<file path="config.mk">
export PLATFORM = sky130hd
export DESIGN_NAME = data_memory_arbiter_flat
export DESIGN_NICKNAME = d
export VERILOG_FILES = /design/src/rtl/data_memory_arbiter_pkg.sv /design/src/rtl/data_memory_arbiter_if.sv /design/src/rtl/arbiter_grant_select.sv /design/src/rtl/data_memory_arbiter.sv /design/src/flat_wrapper.sv
export SDC_FILE = /design/constraint.sdc
export NUM_CORES = 1
export LEC_CHECK = 0
export BUFFER_PORTS_ARGS = -buffer_cell sky130_fd_sc_hd__buf_2
export CAP_MARGIN = 20
export CORE_MARGIN = 3
export CORE_UTILIZATION = 42
export CTS_CLUSTER_DIAMETER = 100
export DETAILED_ROUTE_END_ITERATION = 8
export HOLD_SLACK_MARGIN = 0.05
export PLACE_DENSITY = 0.73
export SLEW_MARGIN = 20
export SYNTH_ARGS = -nofsm -noshare
export SYNTH_HDL_FRONTEND = slang
export SYNTH_HIERARCHICAL = 1
export SYNTH_SLANG_ARGS = --single-unit
</file>
<file path="constraint.sdc">
create_clock -name clk -period 1.8 [get_ports clk]
set_input_delay 0.27 -clock clk [delete_from_list [all_inputs] [get_ports clk]]
set_output_delay 0.27 -clock clk [all_outputs]
set_load 0.05 [all_outputs]
</file>
<file path="src/rtl/data_memory_arbiter_pkg.sv">
// Shared types and constants for the two-port data memory arbiter.
// Round-robin arbitration is enabled by defining DATA_MEMORY_ARBITER_RR_EN.
package data_memory_arbiter_pkg;

  localparam int ADDR_W = 8;
  localparam int DATA_W = 8;

  typedef enum logic [1:0] {
    IDLE  = 2'd0,
    ISSUE = 2'd1,
    WAIT  = 2'd2,
    DONE  = 2'd3
  } state_e;

  localparam logic PORT0 = 1'b0;
  localparam logic PORT1 = 1'b1;

endpackage

</file>
<file path="src/rtl/data_memory_arbiter_if.sv">
// Requester and memory-side signal bundle for the data memory arbiter.
// slave = arbiter side, master = requesters plus memory.
interface data_memory_arbiter_if #(
  parameter int ADDR_WIDTH = 8,
  parameter int DATA_WIDTH = 8
) ();

  logic                  req0;
  logic                  req1;
  logic                  we0;
  logic                  we1;
  logic [ADDR_WIDTH-1:0] addr0;
  logic [ADDR_WIDTH-1:0] addr1;
  logic [DATA_WIDTH-1:0] wdata0;
  logic [DATA_WIDTH-1:0] wdata1;
  logic                  done0;
  logic                  done1;
  logic [DATA_WIDTH-1:0] rdata;
  logic                  busy;
  logic [ADDR_WIDTH-1:0] mem_address;
  logic [DATA_WIDTH-1:0] mem_in;
  logic                  mem_read;
  logic                  mem_write;
  logic [DATA_WIDTH-1:0] mem_out;
  logic                  mem_ready;

  modport slave (
    input  req0, req1, we0, we1,
    input  addr0, addr1, wdata0, wdata1,
    input  mem_out, mem_ready,
    output done0, done1, rdata, busy,
    output mem_address, mem_in,
    output mem_read, mem_write
  );

  modport master (
    output req0, req1, we0, we1,
    output addr0, addr1, wdata0, wdata1,
    output mem_out, mem_ready,
    input  done0, done1, rdata, busy,
    input  mem_address, mem_in,
    input  mem_read, mem_write
  );

endinterface

</file>
<file path="src/rtl/arbiter_grant_select.sv">
// Grant policy for the arbiter: round-robin when
// DATA_MEMORY_ARBITER_RR_EN is defined, else port 0 fixed priority.
module arbiter_grant_select
  import data_memory_arbiter_pkg::*;
(
  input  logic req0,
  input  logic req1,
`ifdef DATA_MEMORY_ARBITER_RR_EN
  input  logic last,
`endif
  output logic grant
);

  always_comb begin
    grant = PORT0;
`ifdef DATA_MEMORY_ARBITER_RR_EN
    // contention goes to the port not served last
    if (req0 && req1) begin
      grant = ~last;
    end else if (req1) begin
      grant = PORT1;
    end
`else
    if (!req0 && req1) begin
      grant = PORT1;
    end
`endif
  end

endmodule

</file>
<file path="src/rtl/data_memory_arbiter.sv">
// Serialises two requesters onto one single-port data memory.
// Define DATA_MEMORY_ARBITER_RR_EN for round-robin contention.
module data_memory_arbiter
  import data_memory_arbiter_pkg::*;
#(
  parameter int ADDR_WIDTH = 8,
  parameter int DATA_WIDTH = 8
) (
  input  logic clk,
  input  logic reset,
  data_memory_arbiter_if.slave bus
);

  state_e                state_q, state_d;
  logic                  port_q, port_d;
  logic                  we_q, we_d;
  logic [ADDR_WIDTH-1:0] addr_q, addr_d;
  logic [DATA_WIDTH-1:0] wdata_q, wdata_d;
  logic [DATA_WIDTH-1:0] rdata_q, rdata_d;
  logic                  grant;
`ifdef DATA_MEMORY_ARBITER_RR_EN
  logic                  last_q, last_d;
`endif

  arbiter_grant_select u_sel (
    .req0  (bus.req0),
    .req1  (bus.req1),
`ifdef DATA_MEMORY_ARBITER_RR_EN
    .last  (last_q),
`endif
    .grant (grant)
  );

  always_comb begin
    state_d = state_q;
    port_d  = port_q;
    we_d    = we_q;
    addr_d  = addr_q;
    wdata_d = wdata_q;
    rdata_d = rdata_q;
`ifdef DATA_MEMORY_ARBITER_RR_EN
    last_d  = last_q;
`endif
    unique case (state_q)
      IDLE: begin
        if (bus.req0 || bus.req1) begin
          port_d  = grant;
          we_d    = (grant == PORT1) ? bus.we1 : bus.we0;
          addr_d  = (grant == PORT1) ? bus.addr1 : bus.addr0;
          wdata_d = (grant == PORT1) ? bus.wdata1 : bus.wdata0;
`ifdef DATA_MEMORY_ARBITER_RR_EN
          last_d  = grant;
`endif
          state_d = ISSUE;
        end
      end
      // ready may still be high from the previous access here
      ISSUE: state_d = WAIT;
      WAIT: begin
        if (bus.mem_ready) begin
          if (!we_q) begin
            rdata_d = bus.mem_out;
          end
          state_d = DONE;
        end
      end
      DONE: state_d = IDLE;
      default: state_d = IDLE;
    endcase
  end

  always_ff @(posedge clk) begin
    if (reset) begin
      state_q <= IDLE;
      port_q  <= PORT0;
      we_q    <= 1'b0;
      addr_q  <= '0;
      wdata_q <= '0;
      rdata_q <= '0;
`ifdef DATA_MEMORY_ARBITER_RR_EN
      last_q  <= PORT1;
`endif
    end else begin
      state_q <= state_d;
      port_q  <= port_d;
      we_q    <= we_d;
      addr_q  <= addr_d;
      wdata_q <= wdata_d;
      rdata_q <= rdata_d;
`ifdef DATA_MEMORY_ARBITER_RR_EN
      last_q  <= last_d;
`endif
    end
  end

  assign bus.busy        = (state_q != IDLE);
  assign bus.mem_read    = (state_q == ISSUE) && !we_q;
  assign bus.mem_write   = (state_q == ISSUE) && we_q;
  assign bus.done0       = (state_q == DONE) && (port_q == PORT0);
  assign bus.done1       = (state_q == DONE) && (port_q == PORT1);
  assign bus.rdata       = rdata_q;
  assign bus.mem_address = addr_q;
  assign bus.mem_in      = wdata_q;

endmodule

</file>
<file path="src/flat_wrapper.sv">
// flat-port wrapper written by rule: the top's interface ports become plain ports
module data_memory_arbiter_flat import data_memory_arbiter_pkg::*;
#(
  parameter int ADDR_WIDTH = 8,
  parameter int DATA_WIDTH = 8
)
  (clk, reset, bus_req0, bus_req1, bus_we0, bus_we1, bus_addr0, bus_addr1, bus_wdata0, bus_wdata1, bus_mem_out, bus_mem_ready, bus_done0, bus_done1, bus_rdata, bus_busy, bus_mem_address, bus_mem_in, bus_mem_read, bus_mem_write);
  data_memory_arbiter_if #(.ADDR_WIDTH(ADDR_WIDTH), .DATA_WIDTH(DATA_WIDTH)) bus_i ();
  input  logic clk;
  input  logic reset;
  input wire logic [$bits(bus_i.req0)-1:0] bus_req0;
  input wire logic [$bits(bus_i.req1)-1:0] bus_req1;
  input wire logic [$bits(bus_i.we0)-1:0] bus_we0;
  input wire logic [$bits(bus_i.we1)-1:0] bus_we1;
  input wire logic [$bits(bus_i.addr0)-1:0] bus_addr0;
  input wire logic [$bits(bus_i.addr1)-1:0] bus_addr1;
  input wire logic [$bits(bus_i.wdata0)-1:0] bus_wdata0;
  input wire logic [$bits(bus_i.wdata1)-1:0] bus_wdata1;
  input wire logic [$bits(bus_i.mem_out)-1:0] bus_mem_out;
  input wire logic [$bits(bus_i.mem_ready)-1:0] bus_mem_ready;
  output wire logic [$bits(bus_i.done0)-1:0] bus_done0;
  output wire logic [$bits(bus_i.done1)-1:0] bus_done1;
  output wire logic [$bits(bus_i.rdata)-1:0] bus_rdata;
  output wire logic [$bits(bus_i.busy)-1:0] bus_busy;
  output wire logic [$bits(bus_i.mem_address)-1:0] bus_mem_address;
  output wire logic [$bits(bus_i.mem_in)-1:0] bus_mem_in;
  output wire logic [$bits(bus_i.mem_read)-1:0] bus_mem_read;
  output wire logic [$bits(bus_i.mem_write)-1:0] bus_mem_write;
  assign bus_i.req0 = bus_req0;
  assign bus_i.req1 = bus_req1;
  assign bus_i.we0 = bus_we0;
  assign bus_i.we1 = bus_we1;
  assign bus_i.addr0 = bus_addr0;
  assign bus_i.addr1 = bus_addr1;
  assign bus_i.wdata0 = bus_wdata0;
  assign bus_i.wdata1 = bus_wdata1;
  assign bus_i.mem_out = bus_mem_out;
  assign bus_i.mem_ready = bus_mem_ready;
  assign bus_done0 = bus_i.done0;
  assign bus_done1 = bus_i.done1;
  assign bus_rdata = bus_i.rdata;
  assign bus_busy = bus_i.busy;
  assign bus_mem_address = bus_i.mem_address;
  assign bus_mem_in = bus_i.mem_in;
  assign bus_mem_read = bus_i.mem_read;
  assign bus_mem_write = bus_i.mem_write;
  data_memory_arbiter #(.ADDR_WIDTH(ADDR_WIDTH), .DATA_WIDTH(DATA_WIDTH)) u_core (.clk(clk), .reset(reset), .bus(bus_i));
endmodule
</file>
==> impl_metrics.json, run 1 <==
{
  "synth.cell_area_mm2": 0.00140,
  "clk_transition_reported_paths_ps": 140,
  "grt_pass1_wl_mm": 4.98,
  "placement_stage_cell_area_mm2": 0.00177,
  "grt_most_used_layer": "met2",
  "worst-endpoint-required_ps": 1530,
  "critical_path_class": "flip-flop to output port",
  "tns_ps": 0,
  "grt_setup_unrepaired": "false",
  "place.detailed.instances": 240,
  "layout.cells.non_filler": 244,
  "total_drc_errors_in_the_routed_layout": 0,
  "syn_nets": 179,
  "timing.critical_path.slowest_cell_delay_ps": 410,
  "synth.top_cells.by_area": "sky130_fd_sc_hd__dfxtp_1 40%, sky130_fd_sc_hd__mux2i_1 19%, sky130_fd_sc_hd__a211oi_2 15%",
  "coreArea_mm2": 0.00313,
  "syn_inst_count": 128,
  "period_share_pct": 91.0,
  "final_layout_size_suffix_gt1_share_pct": 51.5,
  "antennaDiodeCount": 0,
  "final.fill_count": 298,
  "worst-path-buf-inv": 3,
  "synth-seq-area-share_pct": 40.0,
  "fp.dieArea_mm2": 0.00407,
  "timing.critical_path.to_type": "output port",
  "gp_congestion": 0.749,
  "maxSlewViolCount": 0,
  "netlist.area_leader.share_pct": 40.0,
  "synthMostInstantiatedCell": "sky130_fd_sc_hd__dfxtp_1",
  "gr-total-overflow": 0,
  "grt_use_met1_pct": 15.8,
  "report.final.setup_viol": 0,
  "number_of_antenna_violations_at_the_first_check_in_global_routing": 0,
  "track_usage_pct": 15.0,
  "final_antenna_net_count": 0,
  "final.hold.worst_slack_ps": 169,
  "grt_start_max_net_pins": 36,
  "syn_to_final_growth_pct": 29.9,
  "dieHeight_um": 63.8,
  "least_margin_pin_slew_ps": 497,
  "setup_slack_ps": 162,
  "post_cts_setup_driven_buffer_insertion_count": 0,
  "rows": 20,
  "critical_path.slowest_cell": "sky130_fd_sc_hd__dfxtp_1",
  "routed_wl_mm": 2.95,
  "clkSinkCount": 28,
  "synth-async-reset-ratio_pct": 0,
  "synth.lib_cells_used.distinct": 19,
  "layout.nets": 252,
  "postSynthRegisterBits": 28,
  "yosysWarningCount": 6,
  "place_ws_ps": 309,
  "timing.critical_path.arrival_ps": 1370,
  "worstReg2RegStart": "u_core/state_q[0]",
  "routed_via_count": 1156,
  "die-width_um": 63.8,
  "min_from": "bus_mem_out[0]",
  "grt_use_met3_pct": 4.22,
  "peakVddDrop_uv": 668,
  "cpLargestDelayFamily": "buffers and inverters",
  "total_cts_buffers": 3,
  "source_of_the_critical_timing_path": "u_core/state_q[0]",
  "cts_resized": 0,
  "crit_top_cell": "sky130_fd_sc_hd__inv_1",
  "h_tree_level_count": 1,
  "design.portCount": 76,
  "worstPathMaxFanout": 4,
  "relSlewSlack_pct": 66.8,
  "timing.fmax_ghz": 0.611,
  "dp_hpwl_mm": 2.34,
  "area.sequential_um2": 561,
  "power.leakage_uw": 0.000923,
  "final_hold_vios": 0,
  "cts-root-buf": "sky130_fd_sc_hd__clkbuf_4",
  "cts_tree": "done",
  "hp-class": "primary input to flip-flop",
  "drt_first_pass_iters": 4,
  "initialDrtViolationCount": 44,
  "ctsLongestPathBuffers": 2,
  "max_cap_viol_count": 0,
  "port_buffers": 75,
  "globalRouteMet2Util_pct": 29.5,
  "synth_area_leader_cell": "sky130_fd_sc_hd__dfxtp_1",
  "cts.hold.buffers_added": 0,
  "power_per_cell_area_mw_per_mm2": 1570,
  "post_drt_wl_per_cell_um": 12.1,
  "multi_input_logic_area_um2": 727,
  "synthTopCellsByCount": "28 x sky130_fd_sc_hd__dfxtp_1, 27 x sky130_fd_sc_hd__mux2i_1, 23 x sky130_fd_sc_hd__nor2_1",
  "ys_dominant_reg_cell": "sky130_fd_sc_hd__dfxtp_1",
  "avgViaCountPerCell": 4.74,
  "grt_pass1_vias": 1175,
  "synth_edf_count": 0,
  "avgSynthCellArea_um2": 10.9,
  "fin_worst_skew_ps": 5.70,
  "final.min_clock_period_ps": 1640,
  "status": "completed",
  "clk_latency_worst_skew_pair_ps": 320,
  "stdcell_area_mm2": 0.00182,
  "crit_chain": "inv_1 -> ha_1 -> inv_1 -> buf_2",
  "starting_utilization_of_the_core_area_pct": 44.8,
  "crit_path_start_kind": "flip-flop"
}
## flip-flops by register name, indices dropped and copies added, names as in the netlist
signal                  count
u_core/state_q              2
u_core/we_q                 1
u_core/port_q               1
u_core/bus.rdata            8
u_core/bus.mem_address      8
u_core/bus.mem_in           8
## cell type report
cell class                 count  share of cell area (%)
tap                           44                    3.02
clock inverter                 1                    1.65
inverter                       4                   0.825
timing repair buffer          78                    22.5
multi-input combinational     86                    39.9
sequential                    28                    30.8
clock buffer                   3                    1.24
## per-layer routing
layer / part of all wire (%) / vias up
met3: 6.8 / 2
met1: 39 / 524
li1: - / 587
met2: 53 / 43
met5: 0 / -
met4: 0.47 / 0
## worst paths after layout
check	end	slack [ps]	depth (start not counted)
hold / removal	u_core/bus.rdata[0]	170	3
setup reg to reg	u_core/bus.rdata[5]	280	5
hold reg to reg	u_core/bus.rdata[0]	530	2
setup / recovery	bus_busy	160	4
## logic make-up (layout without fill, tap and decap cells)
logic type	Yosys count	count (layout)	synth area share [%]
AO/OA/AOI/OAI	21	21	17.3
flip-flops	28	28	40.0
buffers and inverters	14	86	8.12
adder cells (fa/ha/maj)	4	4	3.57
AND/OR/NAND/NOR	34	34	11.7
multiplexers	27	27	19.3
## placed cells by master, fill, tap and decap left out, types with 3 or more instances in the layout
cell type                  instances
sky130_fd_sc_hd__nor2_2            3
sky130_fd_sc_hd__a211oi_2         17
sky130_fd_sc_hd__ha_1              4
sky130_fd_sc_hd__buf_2            75
sky130_fd_sc_hd__mux2i_1          27
sky130_fd_sc_hd__dfxtp_1          28
sky130_fd_sc_hd__inv_1             4
sky130_fd_sc_hd__clkbuf_4          3
sky130_fd_sc_hd__nor2_1           23
## where the power goes
group	internal [µW]	switching [µW]
clock network	225	175
logic	448	1100
registers	805	111
total	1480	1380
## metrics by stage
step	utilization, %	power [µW]
2_1_floorplan	-	2210
3_3_place_gp	56.5	2450
3_5_place_dp	56.5	2490
4_1_cts	58.2	2890
5_1_grt	58.2	3010
6_report	58.2	2860
## worst min-delay path: cells and delay by family
| kind | cells | cell delay (ps) |
|---|---|---|
| buffers and inverters | 1 | 70 |
| muxes | 1 | 50 |
| and+or+nand+nor | 1 | 70 |
No activity file was read; power rests on OpenSTA's default activity.
==> run 2, diff against run 1 <==
- CORE_UTILIZATION: 42 -> 39
- PLACE_DENSITY: 0.73 -> 0.71
- clock period: 1.8 -> 1.48 ns (I/O delays scaled with it)
==> run 2 against run 1 <==
  * Sequential share of layout area is 2.3 points lower
  * Global-route usage is 1.5 points lower
  * Via count is 1.2% higher
  * Sequential cell count stayed put
  * Register-to-register slack worse by 140 ps
  * Critical path depth stayed put
  * Total power is 26% higher
  * Non-clock buffer count is 5 higher
  * Sequential power is 22% higher
  * Setup slack worse by 130 ps
  * Clock power is 8.8% lower
  * Critical endpoint is now bus_done1
  * Highest routed layer unchanged
==> impl_metrics.json, run 2 (synthesis gave the netlist of run 1 again) <==
{
  "status": "completed",
  "clkSinkCount": 28,
  "cts_tree": "done",
  "final_core_util_pct": 58.7,
  "least_margin_pin_slew_ps": 209,
  "gr-total-overflow": 0,
  "final.fill_count": 297,
  "routed_wl_mm": 2.93,
  "dieHeight_um": 65.9,
  "relSlewSlack_pct": 85.7,
  "grt_setup_unrepaired": "true",
  "report.final.setup_viol": 0,
  "rows": 21,
  "grt_pass1_vias": 1085,
  "track_usage_pct": 13.5,
  "die-width_um": 65.9,
  "final.hold.worst_slack_ps": 120,
  "worst_r2r_path_depth": 5,
  "gp_congestion": 0.684,
  "antennaDiodeCount": 0,
  "cts.hold.buffers_added": 0,
  "grt_pass1_wl_mm": 4.69,
  "post_drt_wl_per_cell_um": 11.7,
  "worstPathMaxFanout": 3,
  "layout_commonest_cell": "sky130_fd_sc_hd__buf_2",
  "power_per_cell_area_mw_per_mm2": 1820,
  "critical_path.slowest_cell": "sky130_fd_sc_hd__dfxtp_2",
  "final_antenna_net_count": 0,
  "layout_common_cells": "70 x sky130_fd_sc_hd__buf_2, 27 x sky130_fd_sc_hd__mux2i_1, 26 x sky130_fd_sc_hd__dfxtp_1",
  "avgViaCountPerCell": 4.66,
  "fp.dieArea_mm2": 0.00435,
  "timing.fmax_ghz": 0.691,
  "critical_path_class": "flip-flop to output port",
  "grt_start_max_net_pins": 21,
  "multi_input_logic_area_um2": 766,
  "port_buffers": 75,
  "final_layout_size_suffix_gt1_share_pct": 58.5,
  "cts-root-buf": "sky130_fd_sc_hd__clkbuf_4",
  "drt_first_pass_iters": 4,
  "max_cap_viol_count": 0,
  "source_of_the_critical_timing_path": "u_core/state_q[1]",
  "coreArea_mm2": 0.00339,
  "min_from": "bus_mem_out[5]",
  "total_cts_buffers": 3,
  "power.leakage_uw": 0.000972,
  "peakVddDrop_uv": 931,
  "worstReg2RegStart": "u_core/state_q[0]",
  "clk_transition_reported_paths_ps": 140,
  "crit_path_start_kind": "flip-flop",
  "area.sequential_um2": 566,
  "ctsLongestPathBuffers": 2,
  "routed_via_count": 1170,
  "timing.critical_path.to_type": "output port",
  "period_share_pct": 97.8,
  "number_of_antenna_violations_at_the_first_check_in_global_routing": 0,
  "hp-class": "primary input to flip-flop",
  "fin_worst_skew_ps": 5.03,
  "design.portCount": 76,
  "hold-path-cell-count": 3,
  "syn_to_final_growth_pct": 41.9,
  "worst-endpoint-required_ps": 1260,
  "initialDrtViolationCount": 32,
  "clk_latency_worst_skew_pair_ps": 320,
  "final_hold_vios": 0,
  "final.min_clock_period_ps": 1450,
  "starting_utilization_of_the_core_area_pct": 41.3,
  "total_drc_errors_in_the_routed_layout": 0,
  "dp_hpwl_mm": 2.28,
  "h_tree_level_count": 1,
  "timing.critical_path.arrival_ps": 1230,
  "layout.nets": 257,
  "maxSlewViolCount": 0,
  "crit_chain": "buf_6 -> ha_4 -> and2_4 -> buf_8",
  "timing.critical_path.slowest_cell_delay_ps": 360
}
==> run 2: cell count changes in the layout (fill, tap and decap cells not counted), sizes merged <==
cell / change
buf: +5
bufinv: -1
clkbuf: +1
==> run 2: path summary, 6_finish.rpt <==
check        slack (ps)                  end
max                  30            bus_done1
min                 120  u_core/bus.rdata[5]
max reg2reg         140    u_core/state_q[0]
min reg2reg         520  u_core/bus.rdata[2]
==> run 2: layer usage <==
layer	GRT usage [%]	vias to the layer above	wire length [µm]
met5	0	-	0
met4	1.52	0	15
met3	5.10	2	320
met2	25.2	47	1380
met1	15.0	529	1220
li1	-	592	-
==> run 2: per-stage QoR <==
stage	setup TNS, ps	power [µW]	area, µm²	instances	setup WS (ps)
global placement	0	3080	1850	246	170
detailed placement	0	3110	1850	246	138
finish	0	3610	1990	251	32.7
global route	-75.8	3820	1990	251	-21.9
floorplan	0	2680	1400	128	15.4
CTS	-40.8	3540	1920	250	-24.8
==> run 2: final cells by class <==
| cell class | count | area share, % |
|---|---|---|
| inverter | 4 | 0.755 |
| multi-input combinational | 86 | 38.5 |
| sequential | 28 | 28.4 |
| timing repair buffer | 83 | 27.6 |
| tap | 46 | 2.89 |
| clock buffer | 4 | 1.83 |
==> run 2: critical path, delay by kind of cell, from the launching register on <==
| family | cells | cell delay (ps) |
|---|---|---|
| flops | 1 | 360 |
| buf+inv | 2 | 260 |
| fa+ha+maj | 1 | 150 |
| simple gates | 1 | 130 |
==> run 2: report_power, final <==
group	switching [µW]	total [µW]	internal, µW
Combinational	1390	2120	735
Sequential	135	1120	987
Clock	214	365	150
Total	1740	3610	1870
==> run 2: repair_timing <==
action                     in CTS  in global routing
resized for setup              14                 17
pin swaps                       1                  0
setup endpoints to repair       5                 19
buffers inserted                0                  1
gates cloned                    0                  0
==> run 3, diff against run 2 <==
- ABC_AREA: not set -> 1
- CORE_MARGIN: 3 -> 4
- PLACE_DENSITY: 0.71 -> 0.7
==> run 3 against run 2 <==
  * Critical path depth unchanged
  * Core utilization decreased by 4.7 points
  * Synthesized cell count increased by 57%
  * Cell area decreased by 0.69%
  * Global-route usage increased by 0.59 points
  * Largest power group unchanged
==> impl_metrics.json, run 3 <==
{
  "report.final.setup_viol": 0,
  "final_hold_vios": 0,
  "layout_commonest_cell": "sky130_fd_sc_hd__buf_2",
  "min_from": "bus_mem_out[5]",
  "maxSlewViolCount": 0,
  "initialDrtViolationCount": 66,
  "worstReg2RegStart": "u_core/state_q[0]",
  "period_share_pct": 96.1,
  "combinational_family_with_the_most_area_after_synthesis": "simple AND/OR/NAND/NOR gates",
  "cts.hold.buffers_added": 0,
  "number_of_antenna_violations_at_the_first_check_in_global_routing": 0,
  "gp_congestion": 0.746,
  "status": "completed",
  "cts-root-buf": "sky130_fd_sc_hd__clkbuf_8",
  "avgViaCountPerCell": 4.35,
  "hold-path-cell-count": 3,
  "synth-seq-area-share_pct": 38.1,
  "ys_dominant_reg_cell": "sky130_fd_sc_hd__dfxtp_1",
  "hold_end": "u_core/bus.rdata[5]",
  "antennaDiodeCount": 0,
  "place.detailed.instances": 318,
  "worst_r2r_path_depth": 6,
  "drt_first_pass_iters": 4,
  "routed_via_count": 1401,
  "h_tree_level_count": 1,
  "multi_input_logic_area_um2": 743,
  "coreArea_mm2": 0.00366,
  "timing.critical_path.arrival_ps": 1200,
  "worstPathMaxFanout": 4,
  "r2r_end": "u_core/port_q",
  "critical_path_class": "flip-flop to output port",
  "synth_area_leader_cell": "sky130_fd_sc_hd__dfxtp_1",
  "synth-async-reset-ratio_pct": 0,
  "final_antenna_net_count": 0,
  "synth.top_cells.by_area": "sky130_fd_sc_hd__dfxtp_1 38%, sky130_fd_sc_hd__nor2_1 11%, sky130_fd_sc_hd__o21ai_0 9.2%",
  "ctsLongestPathBuffers": 2,
  "ff2ff_setup_slack_ps": 160,
  "gr-total-overflow": 0,
  "final.fill_count": 369,
  "rows": 22,
  "grt_pass1_wl_mm": 5.65,
  "yosys.area_share.simple_pct": 25.4,
  "area.sequential_um2": 563,
  "max_cap_viol_count": 0,
  "fin_worst_skew_ps": 1.05,
  "die-width_um": 69.4,
  "worst-endpoint-required_ps": 1260,
  "power.leakage_uw": 0.00106,
  "muxShareOfSynthArea_pct": 0,
  "grt_pass1_vias": 1297,
  "layout.nets": 326,
  "layout.cells.non_filler": 322,
  "clk_transition_reported_paths_ps": 90,
  "dieHeight_um": 69.4,
  "yosys.area_share.xor_xnor_pct": 0,
  "dp_hpwl_mm": 2.64,
  "cts_tree": "done",
  "synth_compound_gate_area_share_pct": 21.4,
  "clk_latency_worst_skew_pair_ps": 270,
  "port_buffers": 75,
  "setup_slack_ps": 57.7,
  "post_cts_setup_driven_buffer_insertion_count": 0,
  "syn_inst_count": 201,
  "synth.cell_area_mm2": 0.00147,
  "synth_edf_count": 0,
  "least_margin_pin_slew_ps": 513,
  "track_usage_pct": 14.1,
  "fp.dieArea_mm2": 0.00482,
  "design.portCount": 76,
  "netlist.area_leader.share_pct": 38.1,
  "syn_nets": 252,
  "yosysWarningCount": 6,
  "starting_utilization_of_the_core_area_pct": 40.2,
  "hp-class": "primary input to flip-flop",
  "synthTopCellsByCount": "45 x sky130_fd_sc_hd__nor2_1, 29 x sky130_fd_sc_hd__inv_1, 28 x sky130_fd_sc_hd__dfxtp_1",
  "power_per_cell_area_mw_per_mm2": 2010,
  "synth-adder-area-share_pct": 3.40,
  "routed_wl_mm": 3.33,
  "peakVddDrop_uv": 825,
  "postSynthRegisterBits": 28,
  "grt_setup_unrepaired": "false",
  "tns_ps": 0,
  "final.min_clock_period_ps": 1420,
  "total_cts_buffers": 3,
  "clkSinkCount": 28,
  "grt_start_max_net_pins": 36,
  "post_drt_wl_per_cell_um": 10.3,
  "total_drc_errors_in_the_routed_layout": 0,
  "final_layout_size_suffix_gt1_share_pct": 40.1,
  "synth.lib_cells_used.distinct": 20,
  "avgSynthCellArea_um2": 7.31,
  "place_ws_ps": 120,
  "syn_to_final_growth_pct": 34.3,
  "relSlewSlack_pct": 65.7,
  "timing.fmax_ghz": 0.703,
  "crit_path_start_kind": "flip-flop",
  "layout_common_cells": "71 x sky130_fd_sc_hd__buf_2, 45 x sky130_fd_sc_hd__nor2_1, 28 x sky130_fd_sc_hd__inv_1",
  "timing.critical_path.to_type": "output port",
  "synthMostInstantiatedCell": "sky130_fd_sc_hd__nor2_1"
}
run 3: how the worst max path moves through the flow:
stage,startpoint,to,cells past startpoint
6_report,u_core/state_q[0],bus_busy,4
3_5_place_dp,u_core/state_q[0],u_core/bus.mem_in[4],6
3_3_place_gp,u_core/state_q[1],bus_busy,4
5_1_grt,u_core/state_q[1],bus_mem_write,5
2_1_floorplan,u_core/state_q[1],bus_mem_read,4
4_1_cts,u_core/state_q[1],bus_busy,4
run 3: per-layer routing:
metal	vias up	routed length (µm)	GRT usage (%)
met4	0	34	4.56
met3	2	234	3.04
li1	759	-	-
met2	44	1560	24.7
met1	596	1490	17.1
met5	-	0	0
run 3: power by group:
part           switching [µW]  internal (µW)
registers                 145           1010
clock network             232            362
logic                    1590            636
total                    1970           2000
run 3: kinds of logic after synthesis:
| family | after synthesis |
|---|---|
| flip-flops | 28 |
| buffers and inverters | 38 |
| AND/OR/NAND/NOR | 85 |
| AO/OA/AOI/OAI | 46 |
| adder cells (fa/ha/maj) | 4 |
run 3: what timing repair did:
action / 4_1_cts / 5_1_grt
gates resized for setup: 5 / 7
pin swaps: 0 / 1
endpoints found under the setup margin: 3 / 5
run 3: critical path: stages, from the launching register on:
cell and delay [ps]:
sky130_fd_sc_hd__dfxtp_2 350, sky130_fd_sc_hd__inv_1 70, sky130_fd_sc_hd__ha_2 220, sky130_fd_sc_hd__inv_2 120
sky130_fd_sc_hd__buf_8 160
run 3: cell type report:
class,instances,area share (%)
Clock inverter,1,1.52
Sequential cell,28,28.5
Multi-Input combinational cell,135,37.6
Inverter,30,5.70
Clock buffer,3,2.09
Timing Repair Buffer,77,21.5
Tap cell,48,3.04
run 3: through the flow:
step	total power [µW]	util (%)	hold WS, ps	area [µm²]
floorplan	2930	-	385	1470
global placement	3290	51.2	458	1870
detailed placement	3330	51.2	471	1870
CTS	3980	53.5	196	1960
global route	4250	53.9	215	1970
finish	3970	53.9	197	1970
